**src/rtl/if_fetch_stage_pkg.sv**
```systemverilog
// Shared constants for the instruction-fetch stage and its helpers.
package if_fetch_stage_pkg;

    localparam int unsigned WORD_W    = 32;
    localparam logic [31:0] RESET_PC  = 32'hBFC0_0000;
    localparam logic [31:0] EXC_ENTRY = 32'hBFC0_0380;
    localparam logic [31:0] NOP_INST  = 32'h0000_0000;
    localparam logic [31:0] BUBBLE_PC = 32'h0000_0000;
    localparam logic [31:0] PC_STEP   = 32'h0000_0004;

endpackage

```
**src/rtl/fetch_hold_buf.sv**
```systemverilog
// One-entry holding buffer: keeps a fetched word alive while the pipeline is stalled.
module fetch_hold_buf #(
    parameter int unsigned W = 32
) (
    input  logic         clk,
    input  logic         rst,
    input  logic         capture,
    input  logic         clear,
    input  logic [W-1:0] din,
    output logic         valid,
    output logic [W-1:0] dout
);

    logic         valid_q, valid_d;
    logic [W-1:0] data_q, data_d;

    // Clear wins over capture so a refresh or resume always empties the entry.
    always_comb begin
        valid_d = valid_q;
        data_d  = data_q;
        if (clear) begin
            valid_d = 1'b0;
        end else if (capture) begin
            valid_d = 1'b1;
            data_d  = din;
        end
    end

    always_ff @(posedge clk) begin
        if (rst) begin
            valid_q <= 1'b0;
            data_q  <= '0;
        end else begin
            valid_q <= valid_d;
            data_q  <= data_d;
        end
    end

    assign valid = valid_q;
    assign dout  = data_q;

endmodule

```
**src/rtl/if_fetch_stage.sv**
```systemverilog
// Instruction fetch: next-PC selection, SRAM request, stall holding buffer and IF/ID register.
module if_fetch_stage #(
    parameter int unsigned     XLEN     = 32,
    parameter logic [XLEN-1:0] RESET_PC = XLEN'(if_fetch_stage_pkg::RESET_PC)
) (
    input  logic            clk,
    input  logic            rst,
    input  logic            if_id_stall,
    input  logic            if_id_refresh,
    input  logic [XLEN-1:0] exc_pc,
    input  logic            id_br_taken,
    input  logic [XLEN-1:0] id_br_target,
    output logic            inst_sram_en,
    output logic [XLEN-1:0] inst_sram_addr,
    input  logic [XLEN-1:0] inst_sram_rdata,
    output logic [XLEN-1:0] id_pc,
    output logic [XLEN-1:0] id_inst,
    output logic            id_adel
);

    import if_fetch_stage_pkg::*;

    logic [XLEN-1:0] pc_f_q, pc_f_d;
    logic            f_valid_q, f_valid_d;
    logic [XLEN-1:0] id_pc_q, id_pc_d;
    logic [XLEN-1:0] id_inst_q, id_inst_d;
    logic            id_adel_q, id_adel_d;

    logic [XLEN-1:0] npc;
    logic [XLEN-1:0] fdata;
    logic [XLEN-1:0] buf_inst;
    logic            buf_valid;
    logic            buf_capture;
    logic            stall_eff;
    logic            f_adel;

    // Refresh overrides stall: a flush always moves the front end.
    assign stall_eff = if_id_stall && !if_id_refresh;

    // A stalled ID re-presents its branch, so redirect only when not stalled.
    always_comb begin
        npc = pc_f_q + XLEN'(PC_STEP);
        if (if_id_refresh) begin
            npc = exc_pc;
        end else if (if_id_stall) begin
            npc = pc_f_q;
        end else if (id_br_taken) begin
            npc = id_br_target;
        end
    end

    assign inst_sram_en   = !rst && !stall_eff;
    assign inst_sram_addr = npc;

    assign buf_capture = stall_eff && f_valid_q && !buf_valid;
    assign fdata       = buf_valid ? buf_inst : inst_sram_rdata;
    assign f_adel      = |pc_f_q[1:0];

    fetch_hold_buf #(
        .W (XLEN)
    ) u_hold_buf (
        .clk     (clk),
        .rst     (rst),
        .capture (buf_capture),
        .clear   (!stall_eff),
        .din     (inst_sram_rdata),
        .valid   (buf_valid),
        .dout    (buf_inst)
    );

    always_comb begin
        pc_f_d    = pc_f_q;
        f_valid_d = f_valid_q;
        id_pc_d   = id_pc_q;
        id_inst_d = id_inst_q;
        id_adel_d = id_adel_q;

        if (!stall_eff) begin
            pc_f_d    = npc;
            f_valid_d = 1'b1;
        end

        // Misaligned fetches carry a nop and the error flag instead of SRAM data.
        if (if_id_refresh || (!stall_eff && !f_valid_q)) begin
            id_pc_d   = XLEN'(BUBBLE_PC);
            id_inst_d = XLEN'(NOP_INST);
            id_adel_d = 1'b0;
        end else if (!stall_eff) begin
            id_pc_d   = pc_f_q;
            id_inst_d = f_adel ? XLEN'(NOP_INST) : fdata;
            id_adel_d = f_adel;
        end
    end

    always_ff @(posedge clk) begin
        if (rst) begin
            pc_f_q    <= RESET_PC - XLEN'(PC_STEP);
            f_valid_q <= 1'b0;
            id_pc_q   <= XLEN'(BUBBLE_PC);
            id_inst_q <= XLEN'(NOP_INST);
            id_adel_q <= 1'b0;
        end else begin
            pc_f_q    <= pc_f_d;
            f_valid_q <= f_valid_d;
            id_pc_q   <= id_pc_d;
            id_inst_q <= id_inst_d;
            id_adel_q <= id_adel_d;
        end
    end

    assign id_pc   = id_pc_q;
    assign id_inst = id_inst_q;
    assign id_adel = id_adel_q;

endmodule

```
**config.mk**
```make
export PLATFORM = sky130hd
export DESIGN_NAME = if_fetch_stage
export DESIGN_NICKNAME = d
export VERILOG_FILES = /design/src/rtl/if_fetch_stage_pkg.sv /design/src/rtl/fetch_hold_buf.sv /design/src/rtl/if_fetch_stage.sv
export SDC_FILE = /design/constraint.sdc
export NUM_CORES = 1
export LEC_CHECK = 0
export ABC_AREA = 0
export CORE_ASPECT_RATIO = 1.25
export CORE_MARGIN = 2
export CORE_UTILIZATION = 42
export DETAILED_ROUTE_END_ITERATION = 8
export GPL_ROUTABILITY_DRIVEN = 0
export PLACE_DENSITY = 0.76
export SYNTH_ARGS = -nofsm -noshare
export SYNTH_HDL_FRONTEND = slang
export SYNTH_SLANG_ARGS = --single-unit
```
**constraint.sdc**
```tcl
create_clock -name clk -period 2.05 [get_ports clk]
set_input_delay 0.41 -clock clk [delete_from_list [all_inputs] [get_ports clk]]
set_output_delay 0.41 -clock clk [all_outputs]
set_load 0.05 [all_outputs]
```
==> flow_metrics.tcl <==
set metrics [dict create \
    outcome "complete, but fails checks" \
    failed_checks "setup timing" \
    final-hold-violation-count 0 \
    min_to "pc_f_q[13]" \
    grt_pass1_vias 7599 \
    clk_path_buf_depth 2 \
    min_from "rst" \
    startpoint_type "register" \
    rsz0062_at_grt "yes" \
    nets 1217 \
    final_common_cell "nand2_1" \
    drv_cap 0 \
    final_antenna_net_count 0 \
    use_met1_pct 36.3 \
    fin_util_pct 76.6 \
    synth_warnings 0 \
    grt_max_degree 34 \
    start_util_pct 42.6 \
    fp.coreArea_mm2 0.0148 \
    synth_edf_count 0 \
    synthesis.area_mm2 0.00632 \
    nFillCells 922 \
    synth_seq_cells 131 \
    synthCells 792 \
    die_area_mm2 0.0161 \
    routed-via-count 8001 \
    drtIter0Drc 904 \
    cts_tree "built" \
    root_buffer "clkbuf_16" \
    layout_common_cells "nand2_1 (161), clkdlybuf4s50_1 (155), buf_4 (143)" \
    setup_viol 31 \
    crit_path_max_incr_delay_ps 370 \
    critPathArrivalTime_ps 2240 \
    async_reset_ff_share_pct 0 \
    critPathMaxFanout 4 \
    die_y_um 141 \
    cts.clk_slew.worst_paths_ps 70 \
    grt_use_total_pct 32.5 \
    r2r.worst_path.cells 12 \
    grt_pass1_wl_mm 40.5 \
    drtPass1Iterations 8 \
    finalWirelength_mm 28.5 \
    htreeDepth 4 \
    end_kind "primary output" \
    top_usage_layer "met2" \
    hp-class "in2reg" \
    slew_viol_final 0 \
    critPathRequiredTime_ps 1640 \
    avgSynthCellArea_um2 7.98 \
    powerDensity_mw_per_mm2 771 \
    vias_per_cell 6.10 \
    clkSinkCount 131 \
    synthFlopType "dfxtp_1" \
    finalPower_mw 8.75 \
    fin_ws_ps -595 \
    crit_top_cell "buf_4" \
    routedWlPerCell_um 21.8 \
    dpl-instance-area_mm2 0.00978 \
    pre_cts_slack_ps -539 \
    grt_use_met3_pct 8.30 \
    reg2reg_setup_slack_ps -10 \
    area_growth_pct 79.6 \
    use_met2_pct 54.3 \
    leakage_nw 4.58 \
    skew_ps 10.1 \
    drc 0 \
    gr-total-overflow 0 \
    cpMaxStageDelayCell "dfxtp_2" \
    fin_area_mm2 0.0114 \
    drive_gt1_share_pct 36.6 \
    pin_count 199 \
    rows 50 \
    worstSkewPairLatency_ps 430 \
    fmax_ghz 0.378 \
    hpwl_mm 16.9 \
    portBuffers 198 \
    synthDistinctLibCells 60 \
    antenna_found_initial 0 \
    tightestPinTransition_ps 607 \
    worstReg2RegStart "pc_f_q[2]" \
    r2r_end "pc_f_q[5]" \
    slew_headroom_pct 59.1 \
    fin_crit_ps 2650 \
    fin_crit_sh_pct 129 \
    fp.dieW_um 114 \
    syn_nets 894 \
    yosysSeqAreaShare_pct 41.5 \
    crit_chain "buf_4 > and4_4 > buf_4 > nand4_1 > mux2i_1 > nand3_1 > and2_4 > buf_12" \
    ir_worst_vdd_uv 519 \
    whs_path_depth 2 \
    critPathKind "reg2out" \
    numCtsBuffers 17 \
]
[worst max-delay path: cells and delay by family, from the launching register on]
kind	cells	cell delay [ps]
and+or+nand+nor	4	770
buffers and inverters	3	410
DFF	1	370
muxes	1	250
[layer usage]
layer | wire [µm] | share of wire [%] | vias to the layer above
met5 | 0 | 0 | -
met4 | 2070 | 7.3 | 0
met3 | 2860 | 10 | 204
met2 | 13600 | 48 | 655
met1 | 9960 | 35 | 3692
li1 | - | - | 3450
[cell usage after synthesis, types with 11 or more instances]
cell	instances	share of area, %
a21oi_1	83	6.6
a22oi_1	44	5.2
and2_1	11	1.1
buf_1	12	0.71
clkbuf_1	41	2.4
dfxtp_1	131	41
mux2_2	32	5.7
nand2_1	168	10
nand2b_1	13	1.3
nand4_1	18	1.8
nor2_1	62	3.7
o21ai_0	26	2.1
[how the worst max path moves through the flow]
stage                      from                  to  slack [ps]
global placement    if_id_stall  inst_sram_addr[17]        -530
finish                pc_f_q[7]  inst_sram_addr[14]        -600
CTS                   pc_f_q[6]  inst_sram_addr[31]        -500
global route          pc_f_q[7]  inst_sram_addr[15]        -630
detailed placement  if_id_stall  inst_sram_addr[17]        -540
floorplan           id_br_taken  inst_sram_addr[11]        -170
[layout make-up]
| class | instances | area (µm²) | share of cell area (%) |
|---|---|---|---|
| Antenna cell | 1 | 2.50 | 0.0220 |
| Timing Repair Buffer | 370 | 3690 | 32.6 |
| Multi-Input combinational cell | 588 | 4080 | 35.9 |
| Tap cell | 182 | 228 | 2.01 |
| Clock buffer | 20 | 447 | 3.94 |
| Clock inverter | 12 | 203 | 1.79 |
| Sequential cell | 131 | 2660 | 23.5 |
| Inverter | 7 | 33.8 | 0.298 |
[repair_timing]
item                                    4_1_cts  5_1_grt
endpoints found under the setup margin       33       37
pin swaps                                    56       38
gates cloned                                  1        0
buffers inserted                             36       17
hold buffers                                  0        0
gates resized for setup                     121       46
[sequential cells by signal (all words and copies together) (netlist names)]
register	flops
id_inst	32
id_adel	1
pc_f_q	32
f_valid_q	1
id_pc	32
u_hold_buf.dout	32
u_hold_buf.valid	1
[power breakdown]
part	leakage (nW)	switching [mW]	internal, mW
clock	0.315	1.22	2.20
sequential	1.07	0.111	2.67
combinational	3.19	1.38	1.17
total	4.58	2.71	6.04
[metrics by stage]
step | hold WS (ps) | std cells | setup TNS [ps]
2_1_floorplan | 433 | 792 | -415
3_3_place_gp | 438 | 1237 | -34310
3_5_place_dp | 441 | 1237 | -34080
4_1_cts | 366 | 1303 | -10760
5_1_grt | 419 | 1310 | -14230
6_report | 419 | 1311 | -12930
[logic make-up (layout without fill, tap and decap cells)]
kind of cell | count (synthesis) | count (layout) | synth area share [%]
and+or+nand+nor | 329 | 329 | 24.2
AOI/OAI and AO/OA | 209 | 209 | 21.0
DFF | 131 | 131 | 41.5
buffers and inverters | 73 | 409 | 4.89
muxes | 37 | 37 | 6.49
xor gates and xnor gates | 12 | 12 | 1.66
adders and majority gates | 1 | 1 | 0.198
other | 0 | 1 | 0
Power figures use the tool's default switching activity.
